[config.mk]
export PLATFORM = sky130hd
export DESIGN_NAME = tdm_demux_4ch
export DESIGN_NICKNAME = d
export VERILOG_FILES = /design/src/rtl/tdm_pkg.sv /design/src/rtl/tdm_slot_shreg.sv /design/src/rtl/tdm_demux_4ch.sv
export SDC_FILE = /design/constraint.sdc
export NUM_CORES = 1
export LEC_CHECK = 0
export ABC_AREA = 1
export ABC_CLOCK_PERIOD_IN_PS = 3700
export CORE_MARGIN = 1.5
export CORE_UTILIZATION = 50
export DETAILED_ROUTE_END_ITERATION = 7
export DONT_BUFFER_PORTS = 1
export GPL_TIMING_DRIVEN = 1
export PLACE_DENSITY = 0.64
export SKIP_CTS_REPAIR_TIMING = 1
export SLEW_MARGIN = 20
export SYNTH_ARGS = -nofsm -noshare
export SYNTH_HDL_FRONTEND = slang
export SYNTH_HIERARCHICAL = 1
export SYNTH_SLANG_ARGS = --single-unit
[constraint.sdc]
create_clock -name clk -period 3.7 [get_ports clk]
set_input_delay 0.74 -clock clk [delete_from_list [all_inputs] [get_ports clk]]
set_output_delay 0.74 -clock clk [all_outputs]
set_load 0.005 [all_outputs]
[src/rtl/tdm_pkg.sv]
`default_nettype none
// ============================================================================
//  Module      : tdm_pkg
//  Description : Definitions shared by the 4-channel TDM demultiplexer and its
//                matching multiplexer: framer state encoding, channel count
//                and default slot width.
//  Revision    : 1.0 - initial release
// ============================================================================
package tdm_pkg;

  localparam int NUM_CH            = 4;
  localparam int TDM_WIDTH_DEFAULT = 8;

  typedef enum logic [0:0] {
    HUNT = 1'b0,
    LOCK = 1'b1
  } tdm_state_e;

endpackage
`default_nettype wire

[src/rtl/tdm_slot_shreg.sv]
`default_nettype none
// ============================================================================
//  Module      : tdm_slot_shreg
//  Description : WIDTH-bit MSB-first serial-to-parallel shift register with a
//                bit counter. The completing bit is merged combinationally
//                into word_o so the full word is available on the same beat
//                that samples the final bit.
//  Ports       : clk, rst      - clock, synchronous active-high reset
//                clr_i         - drop partial word, counter to 0
//                start_i       - din_i becomes the first (MSB) bit, counter 1
//                shift_i       - shift din_i in, counter advances
//                din_i         - serial data
//                word_o        - word formed by stored bits plus din_i
//                bit_cnt_o     - number of bits already held in this slot
//                done_o        - this shift completes the word
//  Revision    : 1.0 - initial release
// ============================================================================
module tdm_slot_shreg #(
  parameter int WIDTH = 8
) (
  input  logic                     clk,
  input  logic                     rst,
  input  logic                     clr_i,
  input  logic                     start_i,
  input  logic                     shift_i,
  input  logic                     din_i,
  output logic [WIDTH-1:0]         word_o,
  output logic [$clog2(WIDTH)-1:0] bit_cnt_o,
  output logic                     done_o
);

  localparam int                CNT_W    = $clog2(WIDTH);
  localparam logic [CNT_W-1:0] LAST_BIT = CNT_W'(WIDTH - 1);

  logic [WIDTH-1:0] data_q, data_d;
  logic [CNT_W-1:0] cnt_q, cnt_d;

  // clear outranks start, start outranks shift
  always_comb begin
    data_d = data_q;
    cnt_d  = cnt_q;
    if (clr_i) begin
      data_d = '0;
      cnt_d  = '0;
    end else if (start_i) begin
      data_d = WIDTH'(din_i);
      cnt_d  = CNT_W'(1);
    end else if (shift_i) begin
      data_d = WIDTH'({data_q, din_i});
      cnt_d  = (cnt_q == LAST_BIT) ? '0 : cnt_q + CNT_W'(1);
    end
  end

  always_ff @(posedge clk) begin
    if (rst) begin
      data_q <= '0;
      cnt_q  <= '0;
    end else begin
      data_q <= data_d;
      cnt_q  <= cnt_d;
    end
  end

  assign word_o    = WIDTH'({data_q, din_i});
  assign bit_cnt_o = cnt_q;
  assign done_o    = shift_i && (cnt_q == LAST_BIT);

endmodule
`default_nettype wire

[src/rtl/tdm_demux_4ch.sv]
`default_nettype none
// ============================================================================
//  Module      : tdm_demux_4ch
//  Description : Serial 4-slot TDM frame demultiplexer. Hunts for frame_sync,
//                then deserialises slots a..d into held channel registers,
//                flagging framing violations.
//  Ports       : clk, rst            - clock, synchronous active-high reset
//                din                 - serial data, MSB of each slot first
//                din_valid           - qualifies din and frame_sync
//                frame_sync          - first bit of slot 0 of a frame
//                ch_a..ch_d          - last completed word per channel
//                ch_valid[3:0]       - per-channel completion strobe
//                frame_done          - strobe with completion of slot 3
//                sync_err            - strobe on framing violation
//                locked              - framer is in LOCK
//  Revision    : 1.0 - initial release
// ============================================================================
module tdm_demux_4ch
  import tdm_pkg::*;
#(
  parameter int WIDTH = TDM_WIDTH_DEFAULT
) (
  input  logic              clk,
  input  logic              rst,
  input  logic              din,
  input  logic              din_valid,
  input  logic              frame_sync,
  output logic [WIDTH-1:0]  ch_a,
  output logic [WIDTH-1:0]  ch_b,
  output logic [WIDTH-1:0]  ch_c,
  output logic [WIDTH-1:0]  ch_d,
  output logic [NUM_CH-1:0] ch_valid,
  output logic              frame_done,
  output logic              sync_err,
  output logic              locked
);

  localparam int         CNT_W     = $clog2(WIDTH);
  localparam logic [1:0] LAST_SLOT = 2'(NUM_CH - 1);

  tdm_state_e       state_q;
  logic [1:0]       slot_q;
  logic [WIDTH-1:0] ch_q [NUM_CH];
  logic [NUM_CH-1:0] ch_valid_q;
  logic             frame_done_q;
  logic             sync_err_q;

  logic             sh_clr, sh_start, sh_shift, sh_done;
  logic [WIDTH-1:0] sh_word;
  logic [CNT_W-1:0] bit_cnt;
  logic             frame_start;

  // Slot 0 with no bits held is the only place frame_sync is legal in LOCK
  assign frame_start = (slot_q == 2'd0) && (bit_cnt == '0);

  always_comb begin
    sh_clr   = 1'b0;
    sh_start = 1'b0;
    sh_shift = 1'b0;
    if (din_valid) begin
      if (state_q == HUNT) begin
        sh_start = frame_sync;
      end else if (frame_start) begin
        // missing sync at frame start drops the beat and the partial state
        sh_start = frame_sync;
        sh_clr   = !frame_sync;
      end else begin
        // unexpected sync restarts a frame with this beat as its first bit
        sh_start = frame_sync;
        sh_shift = !frame_sync;
      end
    end
  end

  tdm_slot_shreg #(
    .WIDTH (WIDTH)
  ) u_shreg (
    .clk       (clk),
    .rst       (rst),
    .clr_i     (sh_clr),
    .start_i   (sh_start),
    .shift_i   (sh_shift),
    .din_i     (din),
    .word_o    (sh_word),
    .bit_cnt_o (bit_cnt),
    .done_o    (sh_done)
  );

  always_ff @(posedge clk) begin
    if (rst) begin
      state_q      <= HUNT;
      slot_q       <= '0;
      ch_valid_q   <= '0;
      frame_done_q <= 1'b0;
      sync_err_q   <= 1'b0;
      for (int i = 0; i < NUM_CH; i++) begin
        ch_q[i] <= '0;
      end
    end else begin
      ch_valid_q   <= '0;
      frame_done_q <= 1'b0;
      sync_err_q   <= 1'b0;
      if (din_valid) begin
        case (state_q)
          HUNT: begin
            if (frame_sync) begin
              state_q <= LOCK;
              slot_q  <= '0;
            end
          end
          LOCK: begin
            if (frame_start && !frame_sync) begin
              sync_err_q <= 1'b1;
              state_q    <= HUNT;
              slot_q     <= '0;
            end else if (!frame_start && frame_sync) begin
              sync_err_q <= 1'b1;
              slot_q     <= '0;
            end else if (sh_done) begin
              ch_q[slot_q]       <= sh_word;
              ch_valid_q[slot_q] <= 1'b1;
              frame_done_q       <= (slot_q == LAST_SLOT);
              slot_q             <= slot_q + 2'd1;  // 3 wraps to 0: next beat expects sync
            end
          end
          default: state_q <= HUNT;
        endcase
      end
    end
  end

  assign ch_a       = ch_q[0];
  assign ch_b       = ch_q[1];
  assign ch_c       = ch_q[2];
  assign ch_d       = ch_q[3];
  assign ch_valid   = ch_valid_q;
  assign frame_done = frame_done_q;
  assign sync_err   = sync_err_q;
  assign locked     = (state_q == LOCK);

endmodule
`default_nettype wire

==> results of run 1 <==
==> cells by family (layout without fill, tap and decap cells) <==
group	Yosys count	after routing	synth area share, %
AND/OR/NAND/NOR	93	93	20.41
buffers and inverters	34	40	7.224
adder cells (fa/ha/maj)	9	9	5.419
AO/OA/AOI/OAI	14	14	3.371
flip-flops	50	50	63.58
==> stage by stage <==
| stage | area (µm²) | cells |
|---|---|---|
| floorplan | 2078 | 200 |
| global placement | 2118 | 248 |
| detailed placement | 2118 | 248 |
| CTS | 2216 | 256 |
| global route | 2216 | 256 |
| finish | 2216 | 256 |
==> layer usage <==
layer,part of all wire [%],up-vias,routed length [µm]
met4,0.66,0,24
met2,50,37,1838
met3,4.8,2,175
met5,0,-,0
li1,-,653,-
met1,44,626,1612
==> cell usage in the layout (no fill, tap or decap) <==
cell / synthesis / layout
sky130_fd_sc_hd__nor2_1: 43 / 43
sky130_fd_sc_hd__edfxtp_1: 32 / 32
sky130_fd_sc_hd__nand2_1: 29 / 29
sky130_fd_sc_hd__inv_1: 27 / 27
sky130_fd_sc_hd__dfxtp_1: 18 / 18
sky130_fd_sc_hd__nor3_1: 9 / 9
sky130_fd_sc_hd__a21oi_1: 9 / 9
sky130_fd_sc_hd__ha_1: 9 / 9
sky130_fd_sc_hd__o21ai_0: 5 / 5
sky130_fd_sc_hd__clkbuf_8: 0 / 5
sky130_fd_sc_hd__nand3_1: 3 / 3
sky130_fd_sc_hd__nand3_2: 2 / 2
sky130_fd_sc_hd__clkinv_1: 2 / 2
sky130_fd_sc_hd__nand4_2: 2 / 2
sky130_fd_sc_hd__nor3_2: 2 / 2
sky130_fd_sc_hd__clkinv_4: 0 / 2
sky130_fd_sc_hd__buf_4: 2 / 2
sky130_fd_sc_hd__nor2_4: 1 / 1
sky130_fd_sc_hd__nand2_4: 1 / 1
sky130_fd_sc_hd__inv_8: 0 / 1
sky130_fd_sc_hd__inv_2: 1 / 1
sky130_fd_sc_hd__nand2_2: 1 / 1
==> registers in the layout (all words and copies together), names as in the netlist <==
name and flops:
u_shreg/data_q 7, u_shreg/bit_cnt_o 3, slot_q 2, ch_valid 4, locked 1, sync_err 1, ch_q 32
==> worst paths after layout <==
kind	startpoint	to	cells past startpoint
max	slot_q[0]	ch_q[2][4]	14
min	u_shreg/data_q[1]	u_shreg/data_q[1]	2
max reg2reg	slot_q[0]	ch_q[2][4]	14
min reg2reg	u_shreg/data_q[1]	u_shreg/data_q[1]	2
==> report_power, final <==
group / internal [mW] / switching [mW]
Sequential: 0.611 / 0.0147
Combinational: 0.0157 / 0.0417
Clock: 0.140 / 0.188
Total: 0.767 / 0.245
==> cell type report <==
class                      count  area [µm²]
inverter                      30       112.6
sequential                    50        1321
clock buffer                   5       68.82
clock inverter                 3       28.78
multi-input combinational    116       606.8
timing repair buffer           2       15.01
fill                         345        1784
tap                           50       62.56
==> critical path: stages, from the launching register on <==
cell                      delay [ns]
sky130_fd_sc_hd__dfxtp_1        0.50
sky130_fd_sc_hd__inv_1          0.15
sky130_fd_sc_hd__ha_1           0.25
sky130_fd_sc_hd__nand2_1        0.12
sky130_fd_sc_hd__ha_1           0.16
sky130_fd_sc_hd__inv_1          0.04
sky130_fd_sc_hd__nor2_1         0.10
sky130_fd_sc_hd__buf_4          0.20
sky130_fd_sc_hd__nand2_1        0.06
sky130_fd_sc_hd__inv_1          0.09
sky130_fd_sc_hd__nand2_1        0.09
sky130_fd_sc_hd__nor2_4         0.19
sky130_fd_sc_hd__nand2_4        0.15
sky130_fd_sc_hd__o21ai_0        0.36
sky130_fd_sc_hd__buf_4          0.22
==> impl_summary.txt, run 1 <==
----------------------------------------------------
[Run status]
  Status ... finished, final reports clean

[Placement]
  PortBufs ... 0
  Placement-stage worst setup slack ... around 0.78 ns
  Routability cong. ... ~0.83
  Detailed-placement wirelength estimate ... approximately 2800 µm

[Power and ir drop]
  Lkg Pwr ... between 0.8 and 0.9 nW
  Cell area power density ... between 400 and 500 nW/µm²
  Maximum vdd ir drop ... ~0.26 mV
  Total power of the final layout ... slightly above 1 mW

[Drt]
  Total number of vias ... ~1300
  Residual DRC count ... 0
  Detail-routed via count per cell ... around 5
  Final routed wirelength across all metal layers ... 3650 µm
  First-pass iteration count of the detailed router ... 6
  Initial drt markers ... slightly above 100
  Residual antenna-violating net count after detailed routing ... 0
  Detailed-route wire length per cell ... 14.26 µm

[Finish]
  Antenna cell count ... 0
  Layout Nets ... between 200 and 250
  Fraction of layout instances using a drive strength above 1 ... under 10%
  Area Overhead vs Synth ... 6.623%
  Fraction of the core area covered by cells at the end of the flow ... 55.40%

[Yosys]
  Dominant cells by area after synthesis ... sky130_fd_sc_hd__edfxtp_1, sky130_fd_sc_hd__dfxtp_1, sky130_fd_sc_hd__nor2_1
  Synth Net Count ... between 200 and 250
  Register area share after synthesis ... ~64%
  Gate count after technology mapping ... 200
  Number of warnings issued by yosys ... 6
  Most used flip-flop cell after synthesis ... sky130_fd_sc_hd__edfxtp_1
  Ys async rst share ... 0%
  Count of flip-flops with a built-in enable after synthesis ... 32
  Leading post-synthesis cells by instance count ... sky130_fd_sc_hd__nor2_1, sky130_fd_sc_hd__edfxtp_1, sky130_fd_sc_hd__nand2_1
  Most common cell in the netlist ... sky130_fd_sc_hd__nor2_1
  Count of state elements after synthesis ... 50
  Share of Yosys cell area claimed by the top area cell type ... between 40% and 50%
  Post-synth top area cell ... sky130_fd_sc_hd__edfxtp_1
  Synthesized area per cell ... between 10 and 15 µm²
  Distinct cell type count of the synthesized netlist ... 20
  Synthesized area ... 2078 µm²

[Critical path]
  Worst Path Max Fanout ... 17
  Setup crit end kind ... register
  Crit path arrival time ... 3.01 ns
  Crit start category ... register
  Internal reg-to-reg setup slack ... between 0.7 and 0.8 ns
  Critical path class ... reg -> reg
  Crit path required time ... about 3.7 ns

[Timing]
  Final sum of negative setup slack ... 0 ns
  Final Hold Violating Endpoints ... 0
  Largest clock skew in the final design ... 0.008688 ns
  Top achievable clock speed ... roughly 0.33 GHz
  Share of the clock period used by the worst path ... 80.69%
  PnR worst setup slack ... 0.7145 ns
  Minimum hold slack ... around 0.49 ns
  Final setup violation count ... 0
  Count of final max-slew check failures ... 0
  Measured slew at the worst slew-check pin ... between 0.3 and 0.4 ns
  Worst slew margin relative to its limit ... ~74%
  Time the worst path needs with I/O delays and setup ... ~3 ns
  Setup repair after global routing missed its margin ... false

[GRT]
  Number of antenna violations at the first check in global routing ... 0
  Overflow left after global routing ... 0
  Fraction of met1 tracks used by global routing ... between 20% and 30%
  GRT Util Overall ... ~17%
  Via count of the first global-routing pass ... 1175
  Met3 routing resource usage after global routing ... under 10%
  Wire length of the first global-routing pass ... about 5700 µm
  Met2 track utilization from global routing ... between 20 and 30%
  Maximum number of pins on one net before global-route repair ... 19
  Global routing's busiest layer ... met2

[CTS]
  Clk sinks ... 50
  Clock transition at the registers of the reported paths ... ~0.10 ns
  Deepest clock path buffer count ... 2
  Insertion delay of the later-clocked pin in the worst-skew pair ... approximately 0.30 ns
  Clock tree from TritonCTS ... built
  CTS Buf Count ... 5
  Number of H-tree branching levels ... 2
  Cell at the root of the clock tree ... sky130_fd_sc_hd__clkbuf_8

[Die]
  I/O pin cnt ... 44
  Initial Util ... a little over 50%
  Area of the core ... 4000 µm²
  Full die area ... between 4000 and 5000 µm²
  Height of the chip ... just under 70 µm
  Number of placement rows ... 23
  Die X ... 67.47 µm

[Min path]
  Class of the worst hold path ... reg -> reg

[Job]
  MaxCap Viol Count ... 0

----------------------------------------------------
No activity file was read; power rests on OpenSTA's default activity.
==> inputs of run 2 (changes only) <==
Settings changed: ABC_CLOCK_PERIOD_IN_PS 3700 to 2400, PLACE_DENSITY 0.64 to 0.67.
Clock period 3.7 ns to 2.4 ns, I/O delays scaled along.
==> impl_summary.txt, run 2 (synthesis gave the netlist of run 1 again) <==
----------------------------------------------------
[Die]
  Die X ... slightly below 70 µm
  Full die area ... around 4600 µm²
  Number of placement rows ... 23
  I/O pin cnt ... 44
  Height of the chip ... roughly 67 µm
  Initial Util ... about 52%
  Area of the core ... between 4000 and 5000 µm²

[Critical path]
  Crit path required time ... 2.38 ns
  Critical path class ... reg -> reg
  Crit path arrival time ... around 2.1 ns
  Setup crit end kind ... register
  Crit start category ... register
  Worst Path Max Fanout ... 8

[CTS]
  Clock tree from TritonCTS ... built
  Deepest clock path buffer count ... 2
  Insertion delay of the later-clocked pin in the worst-skew pair ... around 0.30 ns
  CTS Buf Count ... 5
  Clk sinks ... 50
  Number of H-tree branching levels ... 2
  Cell at the root of the clock tree ... sky130_fd_sc_hd__clkbuf_8
  Clock transition at the registers of the reported paths ... ~0.090 ns

[Finish]
  Register bank with the most flops ... ch_q
  Antenna cell count ... 0
  Commonest cells after routing, fill and taps aside ... sky130_fd_sc_hd__nor2_1, sky130_fd_sc_hd__edfxtp_1, sky130_fd_sc_hd__inv_1
  Area Overhead vs Synth ... 9.994%
  Layout Nets ... between 200 and 250
  Fraction of layout instances using a drive strength above 1 ... between 10 and 15%
  Fraction of the core area covered by cells at the end of the flow ... between 50% and 60%
  Max FFs per register ... 32
  Final instance count without filler cells ... 260
  Most common library cell in the layout ignoring fill and taps ... sky130_fd_sc_hd__nor2_1

[GRT]
  Number of antenna violations at the first check in global routing ... 0
  Wire length of the first global-routing pass ... 5851 µm
  Maximum number of pins on one net before global-route repair ... 17
  GRT Util Overall ... ~18%
  Via count of the first global-routing pass ... approximately 1300
  Overflow left after global routing ... 0

[Drt]
  Residual DRC count ... 0
  Residual antenna-violating net count after detailed routing ... 0
  First-pass iteration count of the detailed router ... 4
  Final routed wirelength across all metal layers ... 3659 µm
  Total number of vias ... 1343
  Initial drt markers ... 150
  Detail-routed via count per cell ... 5.165
  Detailed-route wire length per cell ... around 14 µm

[Timing]
  Count of final max-slew check failures ... 0
  PnR worst setup slack ... ~0.26 ns
  Final setup violation count ... 0
  Setup repair after global routing missed its margin ... false
  Largest clock skew in the final design ... 0.007283 ns
  Final sum of negative setup slack ... 0 ns
  Top achievable clock speed ... between 0.4 and 0.5 GHz
  Time the worst path needs with I/O delays and setup ... ~2.1 ns
  Share of the clock period used by the worst path ... 89.03%
  Measured slew at the worst slew-check pin ... 0.4779 ns
  Final Hold Violating Endpoints ... 0
  Worst slew margin relative to its limit ... about two thirds

[Placement]
  Routability cong. ... approximately 0.86
  Placement-stage worst setup slack ... around 0.20 ns
  PortBufs ... 0
  Detailed-placement wirelength estimate ... 2741 µm
  Number of placed instances, taps included ... between 200 and 300

[Job]
  MaxCap Viol Count ... 0

[Run status]
  Status ... finished, final reports clean

[Power and ir drop]
  Cell area power density ... about 710 nW/µm²
  Lkg Pwr ... ~0.84 nW
  Maximum vdd ir drop ... 0.4091 mV

[Min path]
  Class of the worst hold path ... in -> reg

----------------------------------------------------
[run 2: final cells by class]
cell class | instances | area (µm²)
inverters | 30 | 112.6
clock inverters | 2 | 33.78
clock buffers | 6 | 72.57
flip-flops and latches | 50 | 1321
well taps | 50 | 62.56
repair buffers | 6 | 45.04
multi-input cells | 116 | 638.1
fillers | 329 | 1714
[run 2: report_power, final]
group	internal, mW	leakage, nW	switching [mW]	total [mW]
Clock	0.308	0.0528	0.260	0.568
Combinational	0.0284	0.321	0.0695	0.0979
Sequential	0.941	0.466	0.0188	0.960
[run 2: final timing paths]
path                            cells past startpoint           endpoint  slack (ns)         startpoint
worst min register to register                      2  u_shreg/data_q[6]        0.48  u_shreg/data_q[6]
worst min-delay path                                1          slot_q[1]        0.25                rst
worst max register to register                     12         ch_q[2][0]        0.26          slot_q[1]
worst max-delay path                               12         ch_q[2][0]        0.26          slot_q[1]
[run 2: per-stage QoR]
step / instance area, µm² / hold slack, ns / total power [mW]
final: 2286 / 0.2504 / 1.626
after global routing: 2286 / 0.2264 / 1.687
after CTS: 2283 / 0.2404 / 1.631
after detailed placement: 2177 / 0.4743 / 1.079
after global placement: 2177 / 0.4544 / 1.072
after floorplan: 2107 / 0.4405 / 1.050
[run 2: per-layer routing]
| metal | share of wire, % | GRT usage (%) | vias up |
|---|---|---|---|
| met5 | 0 | 0 | - |
| met4 | 2.1 | 6.378 | 0 |
| met3 | 7.9 | 7.667 | 8 |
| met2 | 48 | 28.43 | 65 |
| met1 | 42 | 20.87 | 612 |
| li1 | - | - | 658 |
[run 2: critical path, cell delays in order (launching register included)]
cell                      delay [ns]
sky130_fd_sc_hd__dfxtp_1        0.39
sky130_fd_sc_hd__inv_1          0.07
sky130_fd_sc_hd__ha_1           0.20
sky130_fd_sc_hd__nand2_1        0.11
sky130_fd_sc_hd__ha_1           0.15
sky130_fd_sc_hd__inv_1          0.04
sky130_fd_sc_hd__nor2_2         0.11
sky130_fd_sc_hd__nand2_1        0.06
sky130_fd_sc_hd__inv_1          0.08
sky130_fd_sc_hd__nand2_1        0.09
sky130_fd_sc_hd__nor2_4         0.19
sky130_fd_sc_hd__nand2_4        0.07
sky130_fd_sc_hd__o21ai_4        0.26
